`src/rtl/verinject_injection_scheduler_pkg.sv`:
```
// Shared codes, FSM states and command record for the verinject injection scheduler.
// Used by the scheduler top, its command FIFO and the command interface.
package verinject_pkg;

  localparam logic [31:0] IDLE_CODE  = 32'hFFFF_FFFF;
  localparam logic [31:0] CLEAR_CODE = 32'hFFFF_FFFE;

  typedef enum logic [1:0] {
    S_IDLE,
    S_CLEAR,
    S_RUN
  } sched_state_t;

  // Timestamp is carried at its widest size; narrower schedulers zero-extend on entry.
  typedef struct packed {
    logic [63:0] cycle;
    logic [31:0] bit_idx;
  } cmd_t;

  // Codes at or above CLEAR_CODE are bus control words, not bit indices.
  function automatic logic is_reserved_bit(input logic [31:0] b);
    return (b >= CLEAR_CODE);
  endfunction

endpackage

```
`src/rtl/verinject_injection_scheduler_if.sv`:
```
// Timed-command push port of the injection scheduler: valid/ready plus (cycle, bit) payload.
interface verinject_injection_scheduler_if #(
  parameter int CYCLE_W = 32
) ();

  logic               cmd_valid;
  logic               cmd_ready;
  logic [CYCLE_W-1:0] cmd_cycle;
  logic [31:0]        cmd_bit;

  modport master (
    output cmd_valid,
    output cmd_cycle,
    output cmd_bit,
    input  cmd_ready
  );

  modport slave (
    input  cmd_valid,
    input  cmd_cycle,
    input  cmd_bit,
    output cmd_ready
  );

endinterface

```
`src/rtl/verinject_injection_scheduler_fifo.sv`:
```
// Synchronous command FIFO with show-ahead head; a push on a full FIFO is legal when paired with a pop.
module verinject_sched_fifo
  import verinject_pkg::*;
#(
  parameter int DEPTH = 16
) (
  input  logic clock,
  input  logic reset,
  input  logic push,
  input  logic pop,
  input  cmd_t push_data,
  output cmd_t head,
  output logic full,
  output logic empty
);

  localparam int AW = $clog2(DEPTH);

  // Pointers carry one extra wrap bit to tell full from empty.
  logic [AW:0] wr_ptr;
  logic [AW:0] rd_ptr;
  cmd_t        mem [DEPTH];

  assign empty = (wr_ptr == rd_ptr);
  assign full  = (wr_ptr[AW] != rd_ptr[AW]) && (wr_ptr[AW-1:0] == rd_ptr[AW-1:0]);
  assign head  = mem[rd_ptr[AW-1:0]];

  always_ff @(posedge clock) begin
    if (reset) begin
      wr_ptr <= '0;
      rd_ptr <= '0;
    end else begin
      if (push) wr_ptr <= wr_ptr + 1'b1;
      if (pop)  rd_ptr <= rd_ptr + 1'b1;
    end
  end

  // On full, the slot being written is the head being popped; the old head is read before the edge.
  always_ff @(posedge clock) begin
    if (push) mem[wr_ptr[AW-1:0]] <= push_data;
  end

endmodule

```
`src/rtl/verinject_injection_scheduler.sv`:
```
// Injection scheduler: replays buffered (cycle, bit) commands onto the shared injector state bus.
// Optional trace outputs are enabled with VERINJECT_SCHED_TRACE_EN.
module verinject_injection_scheduler
  import verinject_pkg::*;
#(
  parameter int DEPTH   = 16,
  parameter int CYCLE_W = 32
) (
  input  logic                            clock,
  input  logic                            reset,
  verinject_injection_scheduler_if.slave  cmd,
  input  logic                            start,
  input  logic                            stop,
  output logic                            busy,
  output logic [CYCLE_W-1:0]              run_cycle,
  output logic [15:0]                     late_count,
  output logic [15:0]                     reject_count,
  output logic [31:0]                     verinject__injector_state
`ifdef VERINJECT_SCHED_TRACE_EN
  ,
  output logic                            trace_valid,
  output logic [CYCLE_W-1:0]              trace_cycle,
  output logic [31:0]                     trace_bit
`endif
);

  function automatic logic [15:0] sat_inc16(input logic [15:0] v);
    return (v == 16'hFFFF) ? v : v + 16'd1;
  endfunction

  sched_state_t state_q;
  sched_state_t state_d;

  cmd_t        head;
  cmd_t        push_data;
  logic        fifo_full;
  logic        fifo_empty;
  logic        due;
  logic        late_hit;
  logic        fire;
  logic        enter_clear;
  logic        accept;
  logic        rejected;
  logic        push;
  logic [31:0] bus_d;

  verinject_sched_fifo #(
    .DEPTH (DEPTH)
  ) u_fifo (
    .clock     (clock),
    .reset     (reset),
    .push      (push),
    .pop       (fire),
    .push_data (push_data),
    .head      (head),
    .full      (fifo_full),
    .empty     (fifo_empty)
  );

  // Stored timestamps are zero-extended, so the full-width compare equals the CYCLE_W compare.
  assign due      = !fifo_empty && (head.cycle <= 64'(run_cycle));
  assign late_hit = (head.cycle < 64'(run_cycle));

  always_comb begin
    state_d     = state_q;
    fire        = 1'b0;
    enter_clear = 1'b0;
    bus_d       = IDLE_CODE;
    unique case (state_q)
      S_IDLE: begin
        if (start && !stop) begin
          state_d     = S_CLEAR;
          enter_clear = 1'b1;
          bus_d       = CLEAR_CODE;
        end
      end
      S_CLEAR: begin
        state_d = stop ? S_IDLE : S_RUN;
      end
      S_RUN: begin
        if (stop) begin
          state_d = S_IDLE;
        end else if (due) begin
          fire  = 1'b1;
          bus_d = head.bit_idx;
        end
      end
      default: state_d = S_IDLE;
    endcase
  end

  // A firing cycle frees the head slot, so a full FIFO can still accept that cycle.
  assign cmd.cmd_ready   = !fifo_full || fire;
  assign accept          = cmd.cmd_valid && cmd.cmd_ready;
  assign rejected        = accept && is_reserved_bit(cmd.cmd_bit);
  assign push            = accept && !rejected;
  assign push_data.cycle   = 64'(cmd.cmd_cycle);
  assign push_data.bit_idx = cmd.cmd_bit;

  assign busy = (state_q != S_IDLE);

  // ---- stage boundary: registered FSM state, run counter, status counters and bus
  always_ff @(posedge clock) begin
    if (reset) begin
      state_q                   <= S_IDLE;
      run_cycle                 <= '0;
      late_count                <= '0;
      reject_count              <= '0;
      verinject__injector_state <= IDLE_CODE;
    end else begin
      state_q                   <= state_d;
      verinject__injector_state <= bus_d;
      if (enter_clear) begin
        run_cycle <= '0;
      end else if (state_q == S_RUN && !stop) begin
        run_cycle <= run_cycle + 1'b1;
      end
      if (fire && late_hit) late_count   <= sat_inc16(late_count);
      if (rejected)         reject_count <= sat_inc16(reject_count);
    end
  end

`ifdef VERINJECT_SCHED_TRACE_EN
  // ---- stage boundary: trace record aligned with the injection code on the bus
  always_ff @(posedge clock) begin
    if (reset) begin
      trace_valid <= 1'b0;
    end else begin
      trace_valid <= fire;
    end
  end

  always_ff @(posedge clock) begin
    if (fire) begin
      trace_cycle <= run_cycle;
      trace_bit   <= head.bit_idx;
    end
  end
`endif

endmodule
```
`src/flat_wrapper.sv`:
```
// flat-port wrapper written by rule: the top's interface ports become plain ports
module verinject_injection_scheduler_flat import verinject_pkg::*;
#(
  parameter int DEPTH   = 16,
  parameter int CYCLE_W = 32
)
  (clock, reset, start, stop, busy, run_cycle, late_count, reject_count, verinject__injector_state, cmd_cmd_valid, cmd_cmd_cycle, cmd_cmd_bit, cmd_cmd_ready);
  verinject_injection_scheduler_if #(.CYCLE_W(CYCLE_W)) cmd_i ();
  input  logic clock;
  input  logic reset;
  input  logic start;
  input  logic stop;
  output logic busy;
  output logic [CYCLE_W-1:0] run_cycle;
  output logic [15:0] late_count;
  output logic [15:0] reject_count;
  output logic [31:0] verinject__injector_state;
  input wire logic [$bits(cmd_i.cmd_valid)-1:0] cmd_cmd_valid;
  input wire logic [$bits(cmd_i.cmd_cycle)-1:0] cmd_cmd_cycle;
  input wire logic [$bits(cmd_i.cmd_bit)-1:0] cmd_cmd_bit;
  output wire logic [$bits(cmd_i.cmd_ready)-1:0] cmd_cmd_ready;
  assign cmd_i.cmd_valid = cmd_cmd_valid;
  assign cmd_i.cmd_cycle = cmd_cmd_cycle;
  assign cmd_i.cmd_bit = cmd_cmd_bit;
  assign cmd_cmd_ready = cmd_i.cmd_ready;
  verinject_injection_scheduler #(.DEPTH(DEPTH), .CYCLE_W(CYCLE_W)) u_core (.clock(clock), .reset(reset), .cmd(cmd_i), .start(start), .stop(stop), .busy(busy), .run_cycle(run_cycle), .late_count(late_count), .reject_count(reject_count), .verinject__injector_state(verinject__injector_state));
endmodule
```
`config.mk`:
```
export PLATFORM = sky130hd
export DESIGN_NAME = verinject_injection_scheduler_flat
export DESIGN_NICKNAME = d
export VERILOG_FILES = /design/src/rtl/verinject_injection_scheduler_pkg.sv /design/src/rtl/verinject_injection_scheduler_if.sv /design/src/rtl/verinject_injection_scheduler_fifo.sv /design/src/rtl/verinject_injection_scheduler.sv /design/src/flat_wrapper.sv
export SDC_FILE = /design/constraint.sdc
export NUM_CORES = 1
export LEC_CHECK = 0
export BUFFER_PORTS_ARGS = -buffer_cell sky130_fd_sc_hd__buf_2
export CORE_MARGIN = 3
export CORE_UTILIZATION = 30
export CTS_BUF_LIST = sky130_fd_sc_hd__clkbuf_4 sky130_fd_sc_hd__clkbuf_8 sky130_fd_sc_hd__clkbuf_16
export CTS_CLUSTER_SIZE = 25
export DETAILED_ROUTE_END_ITERATION = 12
export GPL_TIMING_DRIVEN = 0
export SETUP_SLACK_MARGIN = 0.05
export SLEW_MARGIN = 20
export SYNTH_ARGS = -nofsm -noshare
export SYNTH_HDL_FRONTEND = slang
export SYNTH_SLANG_ARGS = --single-unit
```
`constraint.sdc`:
```
create_clock -name clock -period 8.77 [get_ports clock]
set_clock_uncertainty 0.05 [all_clocks]
set_input_delay 1.754 -clock clock [delete_from_list [all_inputs] [get_ports clock]]
set_output_delay 1.754 -clock clock [all_outputs]
set_load 0.05 [all_outputs]
```
==> results.toml <==
[timing]
min_period_ns = 8.420
holdWs_ns = 0.4590
rsz0062_at_grt = "no"
hold_violations = 0
final_max_slew_viol_count = 0
setup_tns_ns = 0
max_freq_mhz = 118.8
setup_viol = 0
worst_pin_slew_ns = 1.054
timing.final.ws_setup_ns = 0.3502
maxSlewHeadroom = 0.2972
post-route-period-util = 0.9601

[layout]
fin_util = 0.3644
fin_nets = 2530
nFillCells = 13210
drive_above_1_share = 0.3481
final_common_cell = "edfxtp_1"
design_area_sq_um = 52730
final_cells = 4425
syn_to_final_growth_pct = 19.87
most-common-layout-cells = "1,024 x edfxtp_1, 320 x mux4_2, 194 x buf_2, 112 x dfxtp_1, 108 x clkbuf_16"

[setup_path]
end_kind = "primary output"
crit_path_frequent_cell = "mux4_2"
crit_end = "cmd_cmd_ready"
worstReg2RegEnd = "u_core.u_fifo.mem[2][12]"
slowest_stage = "clkbuf_1"
cp.arrival_ns = 6.62
ff2ff_path_depth = 16
path_cells = "buf_1 > clkdlybuf4s15_1 > clkbuf_1 > mux4_2 > mux4_2 > ha_1 > nand4_1 > nor4_1 > a31oi_1 > a21boi_4 > buf_6 > inv_1 > buf_2"
crit_fanout = 10
r2r_setup_slack_ns = 1.17
critical_path_class = "flop to primary output"
worst_ep_required_time_ns = 6.97
startpoint_type = "flop"
max_stage_delay_ns = 0.81

[clock_network]
cts_sinks = 1136
ctsHtreeMaxLevel = 3
clk_pin_slew_ns = 0.06
clockBufferDepth = 3
clock_latency_ns = 0.71
cts_tree = "built"
cts-root-buf = "clkbuf_16"
cts_inserted_buffers = 107
cts_hold_buf = 0

[routing]
drt_wl_total_um = 112400
drt_first_pass_iters = 5
wire_per_inst_um = 25.40
drtIter0Drc = 2141
via_per_inst = 4.968
drc_errors = 0
vias = 21980
ant_nets = 0

[die]
dieHeight_um = 388.9
row_count = 139
die_x_um = 388.9
initial_core_util = 0.3040
io_pins = 167
dieArea_sq_um = 151300
core_sq_um = 144700

[outcome]
outcome = "completed"

[logic_synthesis]
postSynth.topFlopCell = "edfxtp_1"
synth_fp_nets = 2171
synth_area_sq_um = 43990
ys_types = 61
ys_async_sr_fraction = 0
synth-seq-cells = 1136
postSynthCellCount = 2062
seq_area_frac_synth = 0.7499
synth_edf_count = 1024
yosysWarnings = 0
syn_area_per_cell_sq_um = 21.34

[flow_run]
cap_violations = 0

[power]
p_per_area_nw_per_um2 = 209.4
ir_drop_mv = 0.1530
p_leak_nw = 16.26
finalPower_mw = 11.04

[placement]
postPlaceCellArea_sq_um = 49030
pre_cts_ws_ns = 1.052
placed_cells = 4214
place_congestion = 0.7869
dp_hpwl_um = 74020
io_buffers = 166

[global_routing]
grt_pass1_wl_um = 161700
gr-total-overflow = 0
grt_max_degree = 27
grt_usage = 0.1472
antenna_found_initial = 40
first_global_vias = 22120

[worst_hold_path]
hold_depth = 2
min_path_type = "flop to flop"
## worst max-delay path: cells and delay by family, from the launching register on
family / cells / cell delay [ns]
AOI/OAI and AO/OA: 2 / 0.47
adders and majority gates: 1 / 0.34
buffers and inverters: 6 / 2.79
DFF: 1 / 0.49
muxes: 2 / 0.96
and+or+nand+nor: 2 / 0.86
## cells by family after synthesis
kind of cell,Yosys count,synth area share
AO/OA/AOI/OAI,85,0.01368
XOR/XNOR,44,0.008759
adder cells (fa/ha/maj),40,0.01138
buffers and inverters,135,0.01368
flip-flops,1136,0.7499
multiplexers,330,0.1663
AND/OR/NAND/NOR,292,0.03635
## power breakdown
group | internal [mW] | switching [mW]
Combinational | 0.108 | 0.194
Sequential | 5.96 | 0.0141
Clock | 2.75 | 2.02
## routing by layer
metal | global-route usage | routed length [um] | up-vias
met3 | 0.04579 | 9937 | 190
met1 | 0.2036 | 47970 | 11600
met5 | 0 | 76 | -
li1 | - | - | 9314
met2 | 0.2300 | 52110 | 862
met4 | 0.02917 | 2291 | 12
## final cells by class
type	count	area (sq um)	share of cell area
Antenna cell	11	27.53	0.0005220
Timing Repair Buffer	250	2524	0.04786
Clock buffer	147	3108	0.05894
Inverter	42	160.2	0.003037
Buffer	93	454.2	0.008613
Multi-Input combinational cell	791	10540	0.1999
Tap cell	1903	2381	0.04515
Sequential cell	1136	32990	0.6256
Clock inverter	52	544.3	0.01032
## sequential cells by signal, summed over array words and instances (netlist names), named ones only
name and flops:
u_core.late_count 16, u_core.verinject__injector_state 32, u_core.reject_count 16, u_core.run_cycle 32
u_core.u_fifo.mem 1024, u_core.u_fifo.rd_ptr 5, u_core.u_fifo.wr_ptr 5, u_core.state_q 2
## Yosys cell counts, drive strengths merged (4+ instances only)
master | n | share of area
a21oi | 39 | 0.0044
a31o | 4 | 0.00080
and3 | 13 | 0.0020
and4 | 5 | 0.0010
buf | 39 | 0.0046
clkbuf | 53 | 0.0052
dfxtp | 112 | 0.051
edfxtp | 1024 | 0.70
ha | 40 | 0.011
inv | 42 | 0.0036
mux2 | 6 | 0.0015
mux2i | 4 | 0.00091
mux4 | 320 | 0.16
nand2 | 32 | 0.0027
nand2b | 7 | 0.0011
nand3 | 37 | 0.0043
nand4 | 29 | 0.0043
nor2 | 73 | 0.0062
nor2b | 10 | 0.0014
nor3 | 13 | 0.0017
nor4 | 13 | 0.0023
o21ai | 10 | 0.0011
o31ai | 14 | 0.0024
or2 | 33 | 0.0047
or3 | 7 | 0.0010
or4 | 14 | 0.0024
xnor2 | 38 | 0.0076
xor2 | 6 | 0.0012
## worst min-delay path by stage
stage	startpoint	endpoint	slack, ns
after global placement	u_core.reject_count[4]	u_core.reject_count[4]	0.44
after floorplan	u_core.state_q[1]	u_core.state_q[1]	0.48
after CTS	u_core.reject_count[4]	u_core.reject_count[4]	0.46
after detailed placement	u_core.reject_count[4]	u_core.reject_count[4]	0.45
final	u_core.reject_count[4]	u_core.reject_count[4]	0.46
after global routing	u_core.reject_count[8]	u_core.reject_count[8]	0.49
## what timing repair did
| item | in CTS | in global routing |
|---|---|---|
| setup buffers | 0 | 0 |
| gates resized for setup | 0 | 5 |
| setup endpoints to repair | 0 | 1 |
Note: power is estimated with default switching activity, not from simulation.
